`config.mk`:
```
export PLATFORM = sky130hd
export DESIGN_NAME = sram_axi_bridge
export DESIGN_NICKNAME = d
export VERILOG_FILES = /design/src/rtl/sram_axi_bridge.sv
export SDC_FILE = /design/constraint.sdc
export NUM_CORES = 1
export LEC_CHECK = 0
export BUFFER_PORTS_ARGS = -buffer_cell sky130_fd_sc_hd__buf_2
export CORE_AREA = 2 2 134 136
export DETAILED_ROUTE_END_ITERATION = 10
export DIE_AREA = 0 0 136 138
export PLACE_DENSITY = 0.67
export SYNTH_ARGS = -nofsm -noshare
export SYNTH_HDL_FRONTEND = slang
export SYNTH_SLANG_ARGS = --single-unit
```
`constraint.sdc`:
```
create_clock -name clk -period 1.4 [get_ports clk]
set_input_delay 0.21 -clock clk [delete_from_list [all_inputs] [get_ports clk]]
set_output_delay 0.21 -clock clk [all_outputs]
set_load 0.005 [all_outputs]
```
`src/rtl/sram_axi_bridge.sv`:
```
// sram_axi_bridge: merges the core's instruction and data sram-like ports onto a
// single AXI3 master. One transaction in flight; the data port wins arbitration.
//
//   state   | meaning
//   --------+-----------------------------------------------------------
//   IDLE    | no transaction; arbitrate inst/data requests
//   RD_ADDR | arvalid held until arready
//   RD_DATA | rready held until a beat with the latched id arrives
//   WR_REQ  | awvalid/wvalid each held until their own handshake
//   WR_RESP | bready held until bvalid
module sram_axi_bridge #(
  parameter logic [3:0] INST_ID = 4'd0,
  parameter logic [3:0] DATA_ID = 4'd1
) (
  input  logic        clk,
  input  logic        resetn,
  input  logic        inst_req,
  input  logic [31:0] inst_addr,
  output logic        inst_addr_ok,
  output logic        inst_data_ok,
  output logic [31:0] inst_rdata,
  input  logic        data_req,
  input  logic        data_wr,
  input  logic [1:0]  data_size,
  input  logic [31:0] data_addr,
  input  logic [3:0]  data_wstrb,
  input  logic [31:0] data_wdata,
  output logic        data_addr_ok,
  output logic        data_data_ok,
  output logic [31:0] data_rdata,
  output logic [3:0]  arid,
  output logic [31:0] araddr,
  output logic [2:0]  arsize,
  output logic        arvalid,
  input  logic        arready,
  input  logic [3:0]  rid,
  input  logic [31:0] rdata,
  input  logic [1:0]  rresp,
  input  logic        rlast,
  input  logic        rvalid,
  output logic        rready,
  output logic [3:0]  awid,
  output logic [31:0] awaddr,
  output logic [2:0]  awsize,
  output logic        awvalid,
  input  logic        awready,
  output logic [31:0] wdata,
  output logic [3:0]  wstrb,
  output logic        wlast,
  output logic        wvalid,
  input  logic        wready,
  input  logic [3:0]  bid,
  input  logic [1:0]  bresp,
  input  logic        bvalid,
  output logic        bready
);

  typedef enum logic [2:0] {IDLE, RD_ADDR, RD_DATA, WR_REQ, WR_RESP} state_e;

  state_e      state_q;
  logic [3:0]  id_q;
  logic [31:0] addr_q;
  logic [2:0]  size_q;
  logic [3:0]  wstrb_q;
  logic [31:0] wdata_q;
  logic        src_data_q;
  logic        arvalid_q, awvalid_q, wvalid_q;
  logic        rd_hit;

  // Response status, burst end and write id carry no information for single-beat traffic.
  logic unused_inputs;
  assign unused_inputs = ^{rresp, rlast, bid, bresp};

  // Arbitration and completion strobes; addr_ok is held off while reset is asserted.
  assign data_addr_ok = resetn && (state_q == IDLE) && data_req;
  assign inst_addr_ok = resetn && (state_q == IDLE) && inst_req && !data_req;
  assign rd_hit       = (state_q == RD_DATA) && rvalid && (rid == id_q);
  assign inst_data_ok = rd_hit && !src_data_q;
  assign data_data_ok = (rd_hit && src_data_q) || ((state_q == WR_RESP) && bvalid);
  assign inst_rdata   = rdata;
  assign data_rdata   = rdata;

  assign arid    = id_q;
  assign araddr  = addr_q;
  assign arsize  = size_q;
  assign arvalid = arvalid_q;
  assign rready  = (state_q == RD_DATA);
  assign awid    = id_q;
  assign awaddr  = addr_q;
  assign awsize  = size_q;
  assign awvalid = awvalid_q;
  assign wdata   = wdata_q;
  assign wstrb   = wstrb_q;
  assign wvalid  = wvalid_q;
  assign wlast   = wvalid_q;
  assign bready  = (state_q == WR_RESP);

  // Transaction FSM: latch the winning request, then walk the AXI channels.
  always_ff @(posedge clk or negedge resetn) begin
    if (!resetn) begin
      state_q    <= IDLE;
      id_q       <= 4'd0;
      addr_q     <= 32'd0;
      size_q     <= 3'd0;
      wstrb_q    <= 4'd0;
      wdata_q    <= 32'd0;
      src_data_q <= 1'b0;
      arvalid_q  <= 1'b0;
      awvalid_q  <= 1'b0;
      wvalid_q   <= 1'b0;
    end else begin
      case (state_q)
        IDLE: begin
          if (data_req) begin
            src_data_q <= 1'b1;
            id_q       <= DATA_ID;
            addr_q     <= data_addr;
            size_q     <= {1'b0, data_size};
            wstrb_q    <= data_wstrb;
            wdata_q    <= data_wdata;
            if (data_wr) begin
              state_q   <= WR_REQ;
              awvalid_q <= 1'b1;
              wvalid_q  <= 1'b1;
            end else begin
              state_q   <= RD_ADDR;
              arvalid_q <= 1'b1;
            end
          end else if (inst_req) begin
            src_data_q <= 1'b0;
            id_q       <= INST_ID;
            addr_q     <= inst_addr;
            size_q     <= 3'd2;
            wstrb_q    <= 4'd0;
            wdata_q    <= 32'd0;
            state_q    <= RD_ADDR;
            arvalid_q  <= 1'b1;
          end
        end
        RD_ADDR: begin
          if (arready) begin
            arvalid_q <= 1'b0;
            state_q   <= RD_DATA;
          end
        end
        RD_DATA: begin
          if (rvalid && (rid == id_q)) state_q <= IDLE;
        end
        WR_REQ: begin
          if (awready) awvalid_q <= 1'b0;
          if (wready)  wvalid_q  <= 1'b0;
          if ((!awvalid_q || awready) && (!wvalid_q || wready)) state_q <= WR_RESP;
        end
        WR_RESP: begin
          if (bvalid) state_q <= IDLE;
        end
        default: state_q <= IDLE;
      endcase
    end
  end

endmodule
```
==> results.json, run 1 <==
{
  "status": "finished with violations",
  "violations": "setup timing",
  "route.vias.total": 3369,
  "cts_tree": "yes",
  "synth_area_leaders": "dfrtp_1 45%, buf_4 19%, a22o_1 7.6%, mux2i_1 7.5%, a21oi_2 6.1%",
  "slew_viol_final": 0,
  "wl_per_cell_um": 16.66,
  "clock-sinks": 77,
  "layoutNonFillerInstCount": 767,
  "power_w": 0.01294,
  "max_freq_mhz": 614.8,
  "cts_buffer_depth": 2,
  "synthXorXnorAreaFrac_pct": 0.2047,
  "cts_root_buf": "clkbuf_16",
  "critPathRequiredTime_ps": 1190,
  "grt_pass1_vias": 3395,
  "dieWidth_um": 136,
  "grt_setup_unrepaired": "true",
  "critPathLaunchType": "register",
  "hold_path_class": "input port to register",
  "muxShareOfSynthArea_pct": 7.485,
  "dp_cells": 738,
  "avgSynthCellArea_um2": 11.11,
  "r2r_cells": 6,
  "diodes": 0,
  "r2r_start": "state_q[2]",
  "path_clk_slew_ps": 70,
  "synth-simple-area-share_pct": 3.099,
  "final_layout_size_suffix_gt1_share_pct": 60.41,
  "overflow": 0,
  "setup_viol": 78,
  "finClkSkew_ps": 6.901,
  "syn_inst": 385,
  "timing.rr.end": "wdata[21]",
  "yosys.area_share.adder_pct": 0,
  "synth_edf_count": 0,
  "yosysTopAreaCellShare_pct": 45.03,
  "synth_top_family_by_area": "buffers and inverters",
  "hp-start": "data_wdata[18]",
  "grt_pass1_wl_um": 19170,
  "async_flop_share_pct": 100.0,
  "drt_iter0_drc": 104,
  "setup_slack_ps": -226.4,
  "num_rows": 49,
  "cts_max_level": 3,
  "grt_antenna_before_repair": 0,
  "synthToLayoutAreaGrowth_pct": 32.69,
  "synth_compound_area_share_pct": 20.23,
  "grt_max_degree": 58,
  "finalCritPeriodShare_pct": 116.2,
  "core-area_um2": 17530,
  "mostFrequentLayoutCell": "buf_2",
  "power_density_nw_per_um2": 2280,
  "ios": 345,
  "ys_types": 35,
  "routabilityCongestion": 0.7815,
  "postRouteAntennaNets": 0,
  "syn-cell-area_um2": 4279,
  "r2r_slack_ps": -220,
  "drv_cap": 0,
  "ys_seq_elements": 77,
  "period_needed_ps": 1626,
  "holdPathStages": 2,
  "critical_path_class": "register to primary output",
  "yosys_warnings": 0,
  "start_util_pct": 24.40,
  "drt_wl_total_um": 12780,
  "cts_buffers": 9,
  "nFillCells": 1792,
  "dp_hpwl_um": 8486,
  "hold_viol": 0,
  "route.detailed.drc": 0,
  "end_kind": "primary output",
  "power_leakage_nw": 2.885,
  "grt_use_total_pct": 13.40,
  "arrival_ps": 1420,
  "final_cell_mix": "229 x buf_2, 74 x dfrtp_1, 37 x a22o_1",
  "port_buffers": 231,
  "vdd_drop_max_v": 0.0009468,
  "synth_ff_type": "dfrtp_1",
  "path_max_fanout": 4,
  "ys_seq_area_share_pct": 45.03,
  "avgViaCountPerCell": 4.392,
  "final_nets": 691,
  "die_y_um": 138,
  "clkLatencyLatePin_ps": 340,
  "drtPass1Iterations": 4,
  "die-area_um2": 18770,
  "synth_top_area_cell": "dfrtp_1",
  "hold_path_end": "wdata[18]"
}
-- Yosys cell counts (all sizes together) (2+ instances only) --
library cell	instances
a21bo	2
a22o	37
nor3b	2
a32o	2
buf	131
nand3	4
dfrtp	77
nand2	4
inv	5
clkbuf	4
mux2i	32
and2	2
a21oi	64
a31oi	2
-- state kept, by name (all words and copies together) (netlist names) --
signal and count:
araddr 32, wdata 32, wstrb 4, state_q 3, arsize 2, arid 1
arvalid 1, awvalid 1, wlast 1
-- area by class of cell --
type / count / area (um^2) / share of cell area, %
clock buffers: 9 / 225.2 / 3.967
clock inverters: 6 / 93.84 / 1.653
inverters: 5 / 18.77 / 0.3305
multi-input cells: 175 / 1420 / 25.01
flip-flops and latches: 77 / 1931 / 34.00
well taps: 229 / 286.5 / 5.046
repair buffers: 266 / 1703 / 29.99
-- per-layer routing --
layer | GRT usage (%) | wire, um | vias to the layer above
met1 | 16.19 | 5224 | 1654
met2 | 21.95 | 6345 | 163
met5 | 0 | 0 | -
met3 | 3.850 | 911 | 23
li1 | - | - | 1529
met4 | 6.086 | 296 | 0
-- worst max-delay path: stages (launching register included) --
cell	delay (ps)
dfrtp_2	450
nor3_4	210
buf_6	120
and4b_1	180
buf_2	110
-- power by group --
| part | internal (W) | total, W | switching, W | leakage [nW] |
|---|---|---|---|---|
| Clock | 0.00157 | 0.00255 | 0.000979 | 0.153 |
| Sequential | 0.00326 | 0.00406 | 0.000796 | 0.917 |
| Combinational | 0.00352 | 0.00633 | 0.00282 | 1.82 |
-- through the flow --
step	cell area (um^2)	hold WS (ps)	TNS [ps]	worst slack, ps	utilization, %
floorplan	4305	-85.59	0	16.40	-
CTS	5595	70.39	-10840	-264.8	31.91
detailed placement	4982	263.8	-1431	-68.12	28.41
finish	5678	85.95	-10770	-226.4	32.38
global placement	4982	257.9	-172.4	-110.5	28.41
global route	5678	79.30	-16390	-306.7	32.38
-- what timing repair did --
action	CTS	global route
buffers inserted	5	5
pin swaps	4	3
cloned	6	1
hold buffers	1	0
gates resized for setup	19	11
hold endpoints to repair	77	0
setup endpoints to repair	48	80
-- cell families after synthesis --
logic type / after synthesis
other: 1
XOR/XNOR: 1
AO/OA/AOI/OAI: 114
multiplexers: 32
buffers and inverters: 140
flip-flops: 77
AND/OR/NAND/NOR: 20
-- worst max path at each step --
stage	from	to	slack (ps)	cells past startpoint
global route	state_q[2]	inst_addr_ok	-310	4
detailed placement	rid[1]	inst_data_ok	-70	4
floorplan	state_q[1]	wdata[18]	20	7
finish	state_q[2]	inst_addr_ok	-230	4
global placement	rid[1]	inst_data_ok	-110	4
CTS	state_q[0]	inst_addr_ok	-260	4
Power figures use the tool's default switching activity.
==> run 2: changes to the inputs <==
- CTS_CLUSTER_SIZE: not set -> 28
- PLACE_DENSITY: 0.67 -> 0.65
- clock period: 1.4 -> 1.5 ns (I/O delays scaled with it)
==> run 2 against run 1 <==
Effect of this change:
- the run still ends with setup timing left
- flip-flop and latch count unchanged
- non-clock buffer count increased by 6
- sequential power decreased by 7.9%
- setup slack improved by 61 ps
- clock-buffer cell count increased by 1
- cell count increased by 0.91%
- power decreased by 8.6%
- via count decreased by 1.2%
- design area increased by 0.20%
- combinational power decreased by 6.0%
- register-to-register slack improved by 50 ps
- first-iteration DRC count increased by 50%
==> results.json, run 2 (same netlist as run 1, synthesis figures left out) <==
{
  "period_needed_ps": 1666,
  "hold_path_class": "input port to register",
  "m1WireLength_um": 4956,
  "cp_cell_sequence": "nor3_4, buf_12, buf_4, buf_8, and2_4, clkbuf_16, a21oi_2",
  "cts_tree": "yes",
  "path_clk_slew_ps": 70,
  "path_max_fanout": 7,
  "critPathRequiredTime_ps": 1720,
  "r2r_slack_ps": -170,
  "met3_length_um": 891,
  "holdPathStages": 2,
  "cts_root_buf": "clkbuf_16",
  "crit_path_max_incr_delay_ps": 440,
  "place_ws_ps": -5.103,
  "grt_pass1_vias": 3065,
  "setup_viol": 76,
  "crit_slowest_cell": "dfrtp_2",
  "hold_path_end": "wdata[15]",
  "die-area_um2": 18770,
  "mostFrequentLayoutCell": "buf_2",
  "power_leakage_nw": 2.881,
  "wl_per_cell_um": 16.10,
  "arrival_ps": 1890,
  "critical_path_class": "register to register",
  "finalSetupTns_ps": -7678,
  "drt_iter0_drc": 156,
  "dieWidth_um": 136,
  "multiInputGateArea_um2": 1433,
  "grt_pass1_wl_um": 17370,
  "avgViaCountPerCell": 4.298,
  "clock-sinks": 77,
  "hp-start": "data_wdata[15]",
  "drv_cap": 0,
  "start_util_pct": 24.40,
  "power_density_nw_per_um2": 2079,
  "r2r_cells": 7,
  "core-area_um2": 17530,
  "dp_cells": 739,
  "grt_setup_unrepaired": "true",
  "cts_max_level": 3,
  "final_cell_mix": "230 x buf_2, 75 x dfrtp_1, 37 x a22o_1",
  "r2r_start": "state_q[1]",
  "final_layout_size_suffix_gt1_share_pct": 61.28,
  "ios": 345,
  "layoutNonFillerInstCount": 774,
  "port_buffers": 231,
  "finClkSkew_ps": 8.745,
  "drtPass1Iterations": 4,
  "status": "finished with violations",
  "grt_antenna_before_repair": 2,
  "route.detailed.drc": 0,
  "postRouteAntennaNets": 0,
  "routabilityCongestion": 0.7579,
  "num_rows": 49,
  "end_kind": "register",
  "finalCritPeriodShare_pct": 111.0,
  "clkLatencyLatePin_ps": 340,
  "hold_viol": 0,
  "die_y_um": 138,
  "drt_wl_total_um": 12460,
  "grt_use_total_pct": 12.12,
  "dp_hpwl_um": 8525,
  "overflow": 0,
  "max_freq_mhz": 600.4,
  "violations": "setup timing",
  "synthToLayoutAreaGrowth_pct": 32.95,
  "nFillCells": 1826,
  "cts_buffer_depth": 2,
  "critPathLaunchType": "register",
  "diodes": 0,
  "setup_slack_ps": -165.7,
  "grt_max_degree": 60,
  "wl_met2_um": 6264,
  "fin_util_pct": 32.45,
  "slew_viol_final": 0,
  "final_nets": 697,
  "cts_buffers": 9,
  "routed.top_layer": "met5",
  "seqCellArea_um2": 1929,
  "vdd_drop_max_v": 0.0008247,
  "timing.rr.end": "araddr[15]",
  "route.vias.total": 3327
}
==> run 2: cell types whose count changed in the layout (fill, tap and decap cells not counted), moves of 2 or more <==
cell       before  now
bufbuf_16       3    0
clkbuf_16      10   15
bufinv_16       2    0
buf_4          16   20
buf_12         10    7
==> run 2: layout make-up <==
class / instances / area share, %
Clock inverter: 6 / 0.9017
Timing Repair Buffer: 272 / 30.44
Inverter: 5 / 0.3299
Sequential cell: 77 / 33.91
Tap cell: 229 / 5.036
Multi-Input combinational cell: 175 / 25.18
Clock buffer: 10 / 4.201
==> run 2: routing by layer <==
metal	global-route usage, %	vias to the layer above
met5	0	-
met4	5.044	4
met3	4.144	37
met2	20.02	142
met1	14.29	1592
li1	-	1552
==> run 2: worst max-delay path: cells and delay by family (launching register included) <==
kind,cells,cell delay (ps)
buffers and inverters,4,540
AND/OR/NAND/NOR,2,520
flip-flops,1,440
AO/OA/AOI/OAI,1,50
==> run 2: repair_timing <==
action                                  in CTS  in global routing
endpoints found under the setup margin      21                 77
setup buffers                                2                  7
pin swaps                                    5                 39
gates resized for setup                      9                 15
hold endpoints to repair                    77                  0
hold buffers                                 1                  0
gates cloned                                 2                  9
==> run 2: how the worst max path moves through the flow <==
stage | end | slack, ps | cells past startpoint | start
after global placement | inst_data_ok | -6 | 4 | rid[1]
after global routing | arsize[1] | -250 | 7 | state_q[1]
after floorplan | wdata[18] | 120 | 7 | state_q[1]
after detailed placement | wdata[2] | -5 | 5 | state_q[2]
final | araddr[15] | -170 | 7 | state_q[1]
after CTS | inst_addr_ok | -200 | 4 | state_q[0]
==> run 2: metrics by stage <==
step | hold slack (ps) | area (um^2) | total power, W
after floorplan | -70.59 | 4305 | 0.007073
after global placement | 283.7 | 4990 | 0.008555
after detailed placement | 289.1 | 4990 | 0.008644
after CTS | 86.38 | 5386 | 0.01114
after global routing | 91.90 | 5689 | 0.01266
final | 104.7 | 5689 | 0.01183
==> run 2: power breakdown <==
part           switching (W)  total [W]  internal (W)
logic                0.00270    0.00595       0.00325
clock network       0.000947    0.00214       0.00119
registers           0.000695    0.00374       0.00304
total                0.00434     0.0118       0.00749
==> run 3: changes to the inputs <==
- CORE_AREA: 2 2 134 136 -> not set
- CORE_MARGIN: not set -> 8
- CORE_UTILIZATION: not set -> 30
- DIE_AREA: 0 0 136 138 -> not set
- PLACE_DENSITY: 0.65 -> 0.74
==> run 3 against run 2 <==
Effect of this change:
- the run still ends with setup timing left
- power is 5.1% lower
- design area down 4.3%
- register-to-register slack improved by 200 ps
- setup slack improved by 12 ps
- flip-flop and latch count is the same
- critical path type is now register to primary output
- largest cell class unchanged
- highest routed layer is now met4
==> results.json, run 3 (same netlist as run 1, synthesis figures left out) <==
{
  "status": "finished with violations",
  "violations": "setup timing",
  "avgViaCountPerCell": 4.576,
  "grt_max_degree": 67,
  "mostFrequentLayoutCell": "buf_2",
  "synthToLayoutAreaGrowth_pct": 27.25,
  "critPathLaunchType": "register",
  "grt_setup_unrepaired": "true",
  "route.detailed.drc": 0,
  "postRouteAntennaNets": 0,
  "period_needed_ps": 1653,
  "route.vias.total": 3281,
  "nFillCells": 1384,
  "max_freq_mhz": 604.8,
  "multiInputGateArea_um2": 1401,
  "slew_headroom_pct": 63.12,
  "setup_viol": 4,
  "cts_buffer_depth": 2,
  "cts_root_buf": "clkbuf_16",
  "power_leakage_nw": 2.808,
  "vdd_drop_max_v": 0.0007907,
  "critical_path_class": "register to primary output",
  "end_kind": "primary output",
  "grt_antenna_before_repair": 0,
  "drt_iter0_drc": 121,
  "cts_buffers": 9,
  "dp_cells": 689,
  "dp_hpwl_um": 9656,
  "diodes": 0,
  "cts_max_level": 3,
  "num_rows": 43,
  "drtPass1Iterations": 4,
  "wl_per_cell_um": 18.67,
  "finClkSkew_ps": 6.892,
  "grt_pass1_vias": 3558,
  "overflow": 0,
  "cts_tree": "yes",
  "clock-sinks": 77,
  "start_util_pct": 30.71,
  "finalInstanceArea_um2": 5445,
  "die-area_um2": 18340,
  "setup_slack_ps": -153.4,
  "final_nets": 689,
  "die_y_um": 135.4,
  "core-area_um2": 13930,
  "ios": 345,
  "grt_pass1_wl_um": 19240,
  "path_max_fanout": 4,
  "fin_util_pct": 39.08,
  "dieWidth_um": 135.4,
  "final_layout_size_suffix_gt1_share_pct": 59.78,
  "worst_pin_slew_ps": 553.3,
  "arrival_ps": 1430,
  "drt_wl_total_um": 13390,
  "power_density_nw_per_um2": 2060,
  "detailed_place.area_um2": 4933,
  "path_clk_slew_ps": 70,
  "seqCellArea_um2": 1931,
  "hold_viol": 0,
  "grt_use_total_pct": 13.44,
  "critPathRequiredTime_ps": 1270,
  "slew_viol_final": 0,
  "layoutNonFillerInstCount": 717,
  "port_buffers": 231,
  "clkLatencyLatePin_ps": 340,
  "routabilityCongestion": 0.7711,
  "power_w": 0.01122,
  "drv_cap": 0,
  "finalCritPeriodShare_pct": 110.2,
  "hold_path_class": "input port to register",
  "final_cell_mix": "230 x buf_2, 74 x dfrtp_1, 37 x a22o_1"
}
run 3: changes by cell type in the layout (fill, tap and decap cells not counted), moves of 2 or more:
cell,previous run,this run
buf_4,20,16
a21oi_1,32,34
buf_16,2,0
clkbuf_16,15,13
inv_6,4,2
run 3: cell type report:
class | instances | area share [%]
clock inverter | 6 | 0.8502
sequential | 77 | 35.45
timing repair buffer | 264 | 29.27
multi-input combinational | 175 | 25.74
clock buffer | 10 | 4.205
inverter | 5 | 0.3447
tap | 180 | 4.136
run 3: through the flow:
stage | setup slack (ps) | hold slack [ps] | TNS (ps)
finish | -153.4 | 114.2 | -571.6
CTS | -172.0 | 87.72 | -705.0
global placement | -11.53 | 100.5 | -11.53
floorplan | 116.4 | -70.59 | 0
detailed placement | -9.767 | 102.1 | -9.767
global route | -226.1 | 100.7 | -1157
run 3: critical path, cell delays in order, from the launching register on:
cell and delay, ps:
dfrtp_2 440, nor3b_2 160, buf_4 140, a32o_1 230
buf_2 120
run 3: power by group:
| part | switching, W | internal, W |
|---|---|---|
| registers | 0.000712 | 0.00305 |
| clock network | 0.000893 | 0.00113 |
| logic | 0.00259 | 0.00284 |
| total | 0.00420 | 0.00702 |
run 3: repair_timing:
item | in CTS | in global routing
pin swaps | 3 | 37
gates resized for setup | 7 | 9
hold endpoints to repair | 11 | 0
setup endpoints to repair | 6 | 67
gates cloned | 0 | 7
buffers inserted | 3 | 1
hold buffers | 2 | 0
run 3: path summary, 6_finish.rpt:
check / start / endpoint / slack, ps / depth (start not counted)
worst max-delay path: state_q[1] / data_data_ok / -150 / 4
worst min-delay path: data_wstrb[2] / wstrb[2] / 110 / 2
worst max register to register: state_q[2] / wdata[24] / 30 / 5
worst min register to register: wstrb[3] / wstrb[3] / 500 / 1
max in group asynchronous: resetn / araddr[7] / 460 / 3
min in group asynchronous: resetn / wdata[25] / 500 / 3
run 3: per-layer routing:
metal	GRT usage, %	part of all wire [%]	vias to the layer above
met4	4.874	1.9	0
met1	14.32	38	1582
met2	23.74	52	147
li1	-	-	1527
met3	5.045	7.9	25
met5	0	0	-
